<file path="src/rtl/cpu_pkg.sv">
// Shared EX-stage types: the buffered result entry and the skid-buffer state encoding.
package cpu_pkg;

    typedef enum logic [1:0] {
        SKID_EMPTY = 2'd0,
        SKID_ONE   = 2'd1,
        SKID_FULL  = 2'd2
    } skid_state_t;

    typedef struct packed {
        logic [31:0] result;
        logic [4:0]  rd;
        logic        wb_en;
        logic        z;
        logic        n;
        logic        c;
        logic        v;
    } ex_result_t;

endpackage

</file>
<file path="src/rtl/ex_flag_gen.sv">
// Combinational Z/N/C/V flag generation from the adder outputs.
module ex_flag_gen (
    input  logic [31:0] sum,
    input  logic        cout,
    input  logic        overflow,
    input  logic        op_sub,
    input  logic        op_signed,
    output logic        z,
    output logic        n,
    output logic        c,
    output logic        v
);

    always_comb begin
        z = (sum == '0);
        n = sum[31];
        // Subtraction reports borrow, which is the inverted adder carry.
        c = op_sub ? ~cout : cout;
        v = overflow & op_signed;
    end

endmodule

</file>
<file path="src/rtl/ex_result_stage.sv">
// EX result stage: 2-entry skid buffer with flag capture and sticky overflow trap.
// Optional feature: define EX_OVF_TRAP_EN to enable the overflow trap and writeback suppression.
module ex_result_stage
    import cpu_pkg::*;
(
    input  logic        clk,
    input  logic        reset,
    input  logic        in_valid,
    output logic        in_ready,
    input  logic [31:0] sum,
    input  logic        cout,
    input  logic        overflow,
    input  logic        op_sub,
    input  logic        op_signed,
    input  logic [4:0]  rd,
    input  logic        wb_en,
    output logic        out_valid,
    input  logic        out_ready,
    output logic [31:0] out_result,
    output logic [4:0]  out_rd,
    output logic        out_wb_en,
    output logic        flag_z,
    output logic        flag_n,
    output logic        flag_c,
    output logic        flag_v,
    output logic        trap,
    input  logic        trap_ack
);

    skid_state_t state, state_next;
    ex_result_t  head, skid, cap;
    logic        fz, fn, fc, fv;
    logic        in_xfer, out_xfer;

    ex_flag_gen u_flag_gen (
        .sum       (sum),
        .cout      (cout),
        .overflow  (overflow),
        .op_sub    (op_sub),
        .op_signed (op_signed),
        .z         (fz),
        .n         (fn),
        .c         (fc),
        .v         (fv)
    );

    // Handshakes decode only the state register, so in_ready never sees out_ready.
    assign in_ready  = (state != SKID_FULL);
    assign out_valid = (state != SKID_EMPTY);
    assign in_xfer   = in_valid && in_ready;
    assign out_xfer  = out_valid && out_ready;

    always_comb begin
        cap        = '0;
        cap.result = sum;
        cap.rd     = rd;
        cap.z      = fz;
        cap.n      = fn;
        cap.c      = fc;
        cap.v      = fv;
`ifdef EX_OVF_TRAP_EN
        cap.wb_en  = wb_en & ~fv;
`else
        cap.wb_en  = wb_en;
`endif
    end

    always_comb begin
        state_next = state;
        case (state)
            SKID_EMPTY: if (in_xfer) state_next = SKID_ONE;
            SKID_ONE: begin
                if (in_xfer && !out_xfer)      state_next = SKID_FULL;
                else if (!in_xfer && out_xfer) state_next = SKID_EMPTY;
            end
            SKID_FULL:  if (out_xfer) state_next = SKID_ONE;
            default:    state_next = SKID_EMPTY;
        endcase
    end

    always_ff @(posedge clk) begin
        if (reset) state <= SKID_EMPTY;
        else       state <= state_next;
    end

    always_ff @(posedge clk) begin
        if (reset) begin
            head <= '0;
            skid <= '0;
        end else begin
            case (state)
                SKID_EMPTY: if (in_xfer) head <= cap;
                SKID_ONE: begin
                    if (in_xfer && out_xfer) head <= cap;
                    else if (in_xfer)        skid <= cap;
                end
                SKID_FULL:  if (out_xfer) head <= skid;
                default:    ;
            endcase
        end
    end

    assign out_result = head.result;
    assign out_rd     = head.rd;
    assign out_wb_en  = head.wb_en;
    assign flag_z     = head.z;
    assign flag_n     = head.n;
    assign flag_c     = head.c;
    assign flag_v     = head.v;

`ifdef EX_OVF_TRAP_EN
    logic trap_q;

    always_ff @(posedge clk) begin
        if (reset)                trap_q <= 1'b0;
        else if (in_xfer && cap.v) trap_q <= 1'b1;
        else if (trap_ack)        trap_q <= 1'b0;
    end

    assign trap = trap_q;
`else
    logic unused_trap_ack;
    assign unused_trap_ack = trap_ack;
    assign trap = 1'b0;
`endif

endmodule

</file>
<file path="config.mk">
export PLATFORM = sky130hd
export DESIGN_NAME = ex_result_stage
export DESIGN_NICKNAME = d
export VERILOG_FILES = /design/src/rtl/cpu_pkg.sv /design/src/rtl/ex_flag_gen.sv /design/src/rtl/ex_result_stage.sv
export SDC_FILE = /design/constraint.sdc
export NUM_CORES = 1
export LEC_CHECK = 0
export BUFFER_PORTS_ARGS = -buffer_cell sky130_fd_sc_hd__buf_2
export CELL_PAD_IN_SITES_DETAIL_PLACEMENT = 2
export CELL_PAD_IN_SITES_GLOBAL_PLACEMENT = 2
export CORE_UTILIZATION = 32
export CTS_BUF_LIST = sky130_fd_sc_hd__clkbuf_4
export DETAILED_ROUTE_END_ITERATION = 10
export GPL_TIMING_DRIVEN = 0
export PLACE_DENSITY_LB_ADDON = 0.12
export SETUP_SLACK_MARGIN = 0.2
export SYNTH_ARGS = -nofsm -noshare
export SYNTH_HDL_FRONTEND = slang
export SYNTH_SLANG_ARGS = --single-unit
export TNS_END_PERCENT = 20
</file>
<file path="constraint.sdc">
create_clock -name clk -period 1.65 [get_ports clk]
set_input_delay 0.165 -clock clk [delete_from_list [all_inputs] [get_ports clk]]
set_output_delay 0.165 -clock clk [all_outputs]
set_load 0.01 [all_outputs]
</file>
==> results of run 1 <==
[flip-flops by register name (all words and copies together) (netlist names)]
register    flops
skid           41
out_result     32
out_rd          5
state           2
flag_c          1
flag_v          1
flag_z          1
out_wb_en       1
[final cells by class]
class                      instances  area, um^2  area share (%)
tap                              136       170.2           3.497
clock buffer                      11       82.58           1.697
clock inverter                     5       76.32           1.569
buffer                            34       291.5           5.991
sequential                        84        1687           34.66
timing repair buffer             136       894.6           18.39
inverter                           2       7.507          0.1543
multi-input combinational        273        1657           34.04
[what timing repair did]
action / in CTS / in global routing
setup buffers: 9 / 2
endpoints found under the setup margin: 84 / 85
endpoints found under the hold margin: 36 / 0
hold buffers: 36 / 0
pin swaps: 4 / 0
gates resized for setup: 35 / 27
gates cloned: 2 / 0
[logic make-up after synthesis]
group                  Yosys count  synth area share, %
AO/OA/AOI/OAI                   88                16.53
XOR/XNOR                         1               0.2555
buffers and inverters           36                5.402
flip-flops                      84                49.05
multiplexers                    40                11.68
other                            1               0.1094
AND/OR/NAND/NOR                142                16.97
[worst min path at each step]
stage	endpoint	from	slack [ns]	cells past startpoint
2_1_floorplan	state[1]	out_ready	0.24	1
3_3_place_gp	skid[7]	rd[2]	0.42	3
3_5_place_dp	skid[5]	rd[0]	0.43	3
4_1_cts	skid[18]	sum[8]	0.001	3
5_1_grt	skid[18]	sum[8]	0.01	3
6_report	skid[0]	overflow	0.02	3
[layer usage]
layer,wire length (um),share of wire (%),up-vias,global-route usage (%)
met5,0,0,-,0
met4,337,2.5,0,10.71
met3,490,3.7,23,3.958
met2,6609,49,92,41.12
met1,5919,44,1732,28.86
li1,-,-,1659,-
[cells in the final DEF (no fill, tap or decap), drive strengths merged, types with 2 or more instances in the layout]
cell,count
a211oi,41
a21oi,42
buf,123
bufinv,2
clkbuf,22
clkinv,2
dfxtp,84
dlygate4sd3,36
inv,2
mux2i,40
nand2,79
nand3,2
nand4,2
nor2,43
nor3b,2
nor4,8
o2bb2ai,2
[metrics by stage]
step | hold slack, ns | cell area, um^2 | utilization, % | setup slack, ns | total power [uW]
floorplan | 0.2435 | 3428 | - | 0.3102 | 2650
global placement | 0.4198 | 4039 | 38.95 | -0.04634 | 2935
finish | 0.01845 | 4866 | 46.92 | -0.03143 | 4509
CTS | 0.001163 | 4776 | 46.05 | 0.07390 | 4471
detailed placement | 0.4323 | 4039 | 38.95 | -0.1088 | 2964
global route | 0.01222 | 4866 | 46.92 | -0.08079 | 4710
[worst max-delay path: stages (launching register included)]
cell and delay, ns:
dfxtp_2 0.35, buf_6 0.12, nand2b_4 0.13, buf_6 0.12
buf_4 0.14, buf_8 0.18, mux2i_1 0.34, a211oi_1 0.15
[report_power, final]
part	internal, uW	switching [uW]
logic	390	474
clock network	643	768
registers	2160	75.2
[Yosys cell counts, types with 7 or more instances]
master | instances | area (um^2)
nor2_1 | 43 | 161.4
buf_2 | 7 | 35.03
nor4_1 | 8 | 50.05
a21oi_1 | 42 | 210.2
buf_4 | 11 | 82.58
mux2i_1 | 40 | 400.4
clkbuf_1 | 14 | 52.55
a211oi_1 | 41 | 307.8
nand2_1 | 79 | 296.5
dfxtp_1 | 84 | 1682
==> results.py, run 1 <==
metrics = {
    "sta": {
        "fin_ws_ns": -0.03143,
        "tightest_slew_ns": 0.6183,
        "post-route-period-util_pct": 101.9,
        "grt_setup_unrepaired": "true",
        "slew-limit-headroom_pct": 58.78,
        "fin_skew_ns": 0.02245,
        "period_needed_ns": 1.681,
        "max_freq_mhz": 594.7,
        "tns_ns": -0.04787,
        "drv_slew": 0,
        "setup_violations": 2,
        "hold_viol_final": 0,
    },
    "place": {
        "port_buffers": 88,
        "place_congestion": 0.7475,
        "dpl.hpwl_um": 7914,
        "place_inst": 616,
    },
    "clocking": {
        "cts_root_buffer": "clkbuf_4",
        "cts_max_path_buffers": 2,
        "cts_buffers": 9,
        "cts_sinks": 84,
        "cts_max_level": 3,
        "cts_tree": "built",
        "worstSkewPairLatency_ns": 0.45,
        "clk_pin_slew_ns": 0.15,
    },
    "drt": {
        "wire_per_inst_um": 19.61,
        "drt_wl_total_um": 13360,
        "drcViolationCount": 0,
        "vias": 3506,
        "final_antenna_net_count": 0,
        "first_iter_violations": 81,
        "via_per_inst": 5.148,
        "drtPass1Iterations": 4,
    },
    "grt": {
        "grt_start_max_net_pins": 14,
        "grt_remaining_overflow": 0,
        "grt_usage_pct": 23.76,
        "grt_pass1_vias": 3795,
        "antenna_found_initial": 1,
        "grt_pass1_wl_um": 20290,
    },
    "yosys": {
        "synthCells": 392,
        "ys_seq_elements": 84,
        "ys_warn_count": 0,
        "synth.distinct_cells": 28,
        "synth-edff-count": 0,
        "synth_area_um2": 3428,
        "synthFlopType": "dfxtp_1",
        "synth.avg_cell_area_um2": 8.746,
        "async_reset_ff_share_pct": 0,
        "yosysSeqAreaShare_pct": 49.05,
        "synth_fp_nets": 439,
    },
    "layout": {
        "drive_gt1_share_pct": 28.62,
        "syn_to_final_growth_pct": 41.93,
        "diodes": 0,
        "final_cell_count_no_fill": 681,
        "fill_cells": 1186,
        "finalNetCount": 587,
    },
    "worst_setup_path": {
        "critPathLaunch": "state[0]",
        "reg2regPathDepth": 7,
        "rr_endpoint": "out_rd[4]",
        "crit_fanout": 10,
        "required_ns": 1.95,
        "crit_type": "reg -> reg",
        "arrival_ns": 1.98,
        "cp-end-kind": "flip-flop",
        "start_kind": "flip-flop",
        "r2r_start": "state[0]",
        "cp-endpoint": "out_rd[4]",
        "r2r_slack_ns": -0.03,
    },
    "die": {
        "die_w_um": 105.5,
        "dieArea_um2": 11130,
        "start_util_pct": 33.06,
        "io_pins": 92,
        "rows": 37,
        "chipHeight_um": 105.5,
        "coreArea_um2": 10370,
    },
    "run_status": {
        "violations": "setup timing",
        "outcome": "complete, but fails checks",
    },
    "worst_hold_path": {
        "hold_path_class": "in -> reg",
    },
    "power": {
        "max-vdd-ir-drop_v": 0.0003705,
        "power_leakage_uw": 0.002214,
        "p_per_area_nw_per_um2": 926.7,
    },
    "job": {
        "maxCapViolations": 0,
    },
}
(Power assumes the default switching activity.)
==> run 2: changes to the inputs <==
--- a/config.mk
+++ b/config.mk
@@ -8,6 +8,7 @@
 export BUFFER_PORTS_ARGS = -buffer_cell sky130_fd_sc_hd__buf_2
 export CELL_PAD_IN_SITES_DETAIL_PLACEMENT = 2
 export CELL_PAD_IN_SITES_GLOBAL_PLACEMENT = 2
+export CORE_MARGIN = 10
 export CORE_UTILIZATION = 32
 export CTS_BUF_LIST = sky130_fd_sc_hd__clkbuf_4
 export DETAILED_ROUTE_END_ITERATION = 10
==> run 2 against run 1 <==
  * Clock power hardly changed
  * Critical path depth is 1 lower
  * Sequential power hardly changed
  * The run still ends with setup timing left
  * Critical endpoint is now skid[41]
  * Count of clock-buffer cells in the layout is 1 lower
  * Wire length is 13% higher
==> results.py, run 2 (synthesis results as in run 1) <==
metrics = {
    "sta": {
        "setup_violations": 1,
        "fin_ws_ns": -0.01899,
        "period_needed_ns": 1.669,
        "hold_ws_ns": 0.003741,
        "fin_skew_ns": 0.02176,
        "post-route-period-util_pct": 101.2,
        "max_freq_mhz": 599.2,
        "slew-limit-headroom_pct": 54.32,
        "drv_slew": 0,
        "tightest_slew_ns": 0.6852,
        "tns_ns": -0.01899,
        "hold_viol_final": 0,
        "grt_setup_unrepaired": "true",
    },
    "place": {
        "port_buffers": 88,
        "place_inst": 616,
        "dpl.hpwl_um": 8721,
        "place_congestion": 0.7756,
    },
    "drt": {
        "final_antenna_net_count": 0,
        "wire_per_inst_um": 22.10,
        "drcViolationCount": 0,
        "drtPass1Iterations": 5,
        "first_iter_violations": 135,
        "drt_wl_total_um": 15140,
        "via_per_inst": 5.169,
        "vias": 3541,
    },
    "worst_hold_path": {
        "hold_path_class": "in -> reg",
    },
    "layout": {
        "largest_register_ff_count": 41,
        "drive_gt1_share_pct": 30.97,
        "syn_to_final_growth_pct": 47.04,
        "final_cell_count_no_fill": 685,
        "layout_commonest_cell": "buf_2",
        "diodes": 0,
        "regMostFlops": "skid",
        "final_cell_mix": "buf_2, dfxtp_1, nand2_1",
        "finalNetCount": 592,
    },
    "worst_setup_path": {
        "arrival_ns": 2.02,
        "crit_slowest_cell": "dfxtp_4",
        "crit_chain": "nor2b_4 -> and3_1 -> buf_2 -> buf_4 -> nand2_1 -> a21oi_1",
        "r2r_slack_ns": -0.02,
        "required_ns": 2.00,
        "cp-end-kind": "flip-flop",
        "cp.buffers_inverters": 2,
        "crit_type": "reg -> reg",
        "crit_fanout": 10,
        "path_delay_family": "simple AND/OR/NAND/NOR gates",
        "cp_slowest_stage_delay_ns": 0.42,
        "start_kind": "flip-flop",
    },
    "die": {
        "io_pins": 92,
        "coreArea_um2": 10370,
        "dieArea_um2": 15250,
        "start_util_pct": 33.06,
        "rows": 37,
        "chipHeight_um": 123.5,
        "die_w_um": 123.5,
    },
    "power": {
        "p_per_area_nw_per_um2": 912.3,
        "max-vdd-ir-drop_v": 0.0003988,
        "power_uw": 4599,
        "power_leakage_uw": 0.002250,
    },
    "clocking": {
        "cts_max_level": 3,
        "cts_tree": "built",
        "cts_sinks": 84,
        "cts_max_path_buffers": 2,
        "clk_pin_slew_ns": 0.14,
        "worstSkewPairLatency_ns": 0.46,
        "cts_root_buffer": "clkbuf_4",
        "cts_buffers": 9,
    },
    "grt": {
        "grt_start_max_net_pins": 14,
        "grt_remaining_overflow": 0,
        "grt_usage_pct": 16.97,
        "grt_pass1_vias": 3895,
        "grt_pass1_wl_um": 20300,
        "antenna_found_initial": 0,
    },
    "job": {
        "maxCapViolations": 0,
    },
    "run_status": {
        "outcome": "complete, but fails checks",
        "violations": "setup timing",
    },
}
run 2: cell count changes in the layout (fill, tap and decap cells not counted), sizes merged:
cell | before | now
buf | 123 | 126
clkbuf | 22 | 21
clkinv | 2 | 3
clkinvlp | 1 | 0
dlygate4sd3 | 36 | 38
run 2: worst min-delay path: cells and delay by family:
kind	cells	cell delay [ns]
AO/OA/AOI/OAI	1	0.05
buffers and inverters	1	0.13
AND/OR/NAND/NOR	1	0.06
run 2: what timing repair did:
item / 4_1_cts / 5_1_grt
cloned: 1 / 3
resized for setup: 34 / 53
setup buffers: 6 / 6
hold buffers: 37 / 1
setup endpoints to repair: 84 / 84
pin swaps: 5 / 7
hold endpoints to repair: 37 / 1
run 2: report_power, final:
| group | leakage (uW) | internal, uW | switching [uW] | total (uW) |
|---|---|---|---|---|
| logic | 0.00148 | 431 | 519 | 950 |
| clock network | 0.0000839 | 620 | 787 | 1410 |
| registers | 0.000690 | 2160 | 82.9 | 2240 |
run 2: worst paths after layout:
path	cells past startpoint	startpoint	endpoint
setup / recovery	6	state[1]	skid[41]
hold / removal	3	sum[23]	skid[33]
setup reg to reg	6	state[1]	skid[41]
hold reg to reg	2	skid[30]	skid[30]
run 2: per-layer routing:
metal	global-route usage, %	wire, um	vias up
met3	4.512	652	26
li1	-	-	1675
met2	31.19	7898	80
met5	0	0	-
met1	19.04	6298	1760
met4	4.003	289	0
run 2: stage by stage:
stage,utilization (%),setup WS (ns),area [um^2]
floorplan,-,0.3102,3428
global placement,38.95,-0.04241,4039
detailed placement,38.95,-0.1106,4039
CTS,45.91,0.09077,4761
global route,48.61,-0.07949,5041
finish,48.61,-0.01899,5041
run 2: layout make-up:
| class | count | area (um^2) |
|---|---|---|
| plain buffers | 34 | 286.5 |
| clock inverters | 5 | 77.57 |
| inverters | 2 | 7.507 |
| multi-input cells | 273 | 1749 |
| fillers | 1143 | 5329 |
| well taps | 136 | 170.2 |
| clock buffers | 10 | 75.07 |
| flip-flops and latches | 84 | 1687 |
| repair buffers | 141 | 988.4 |
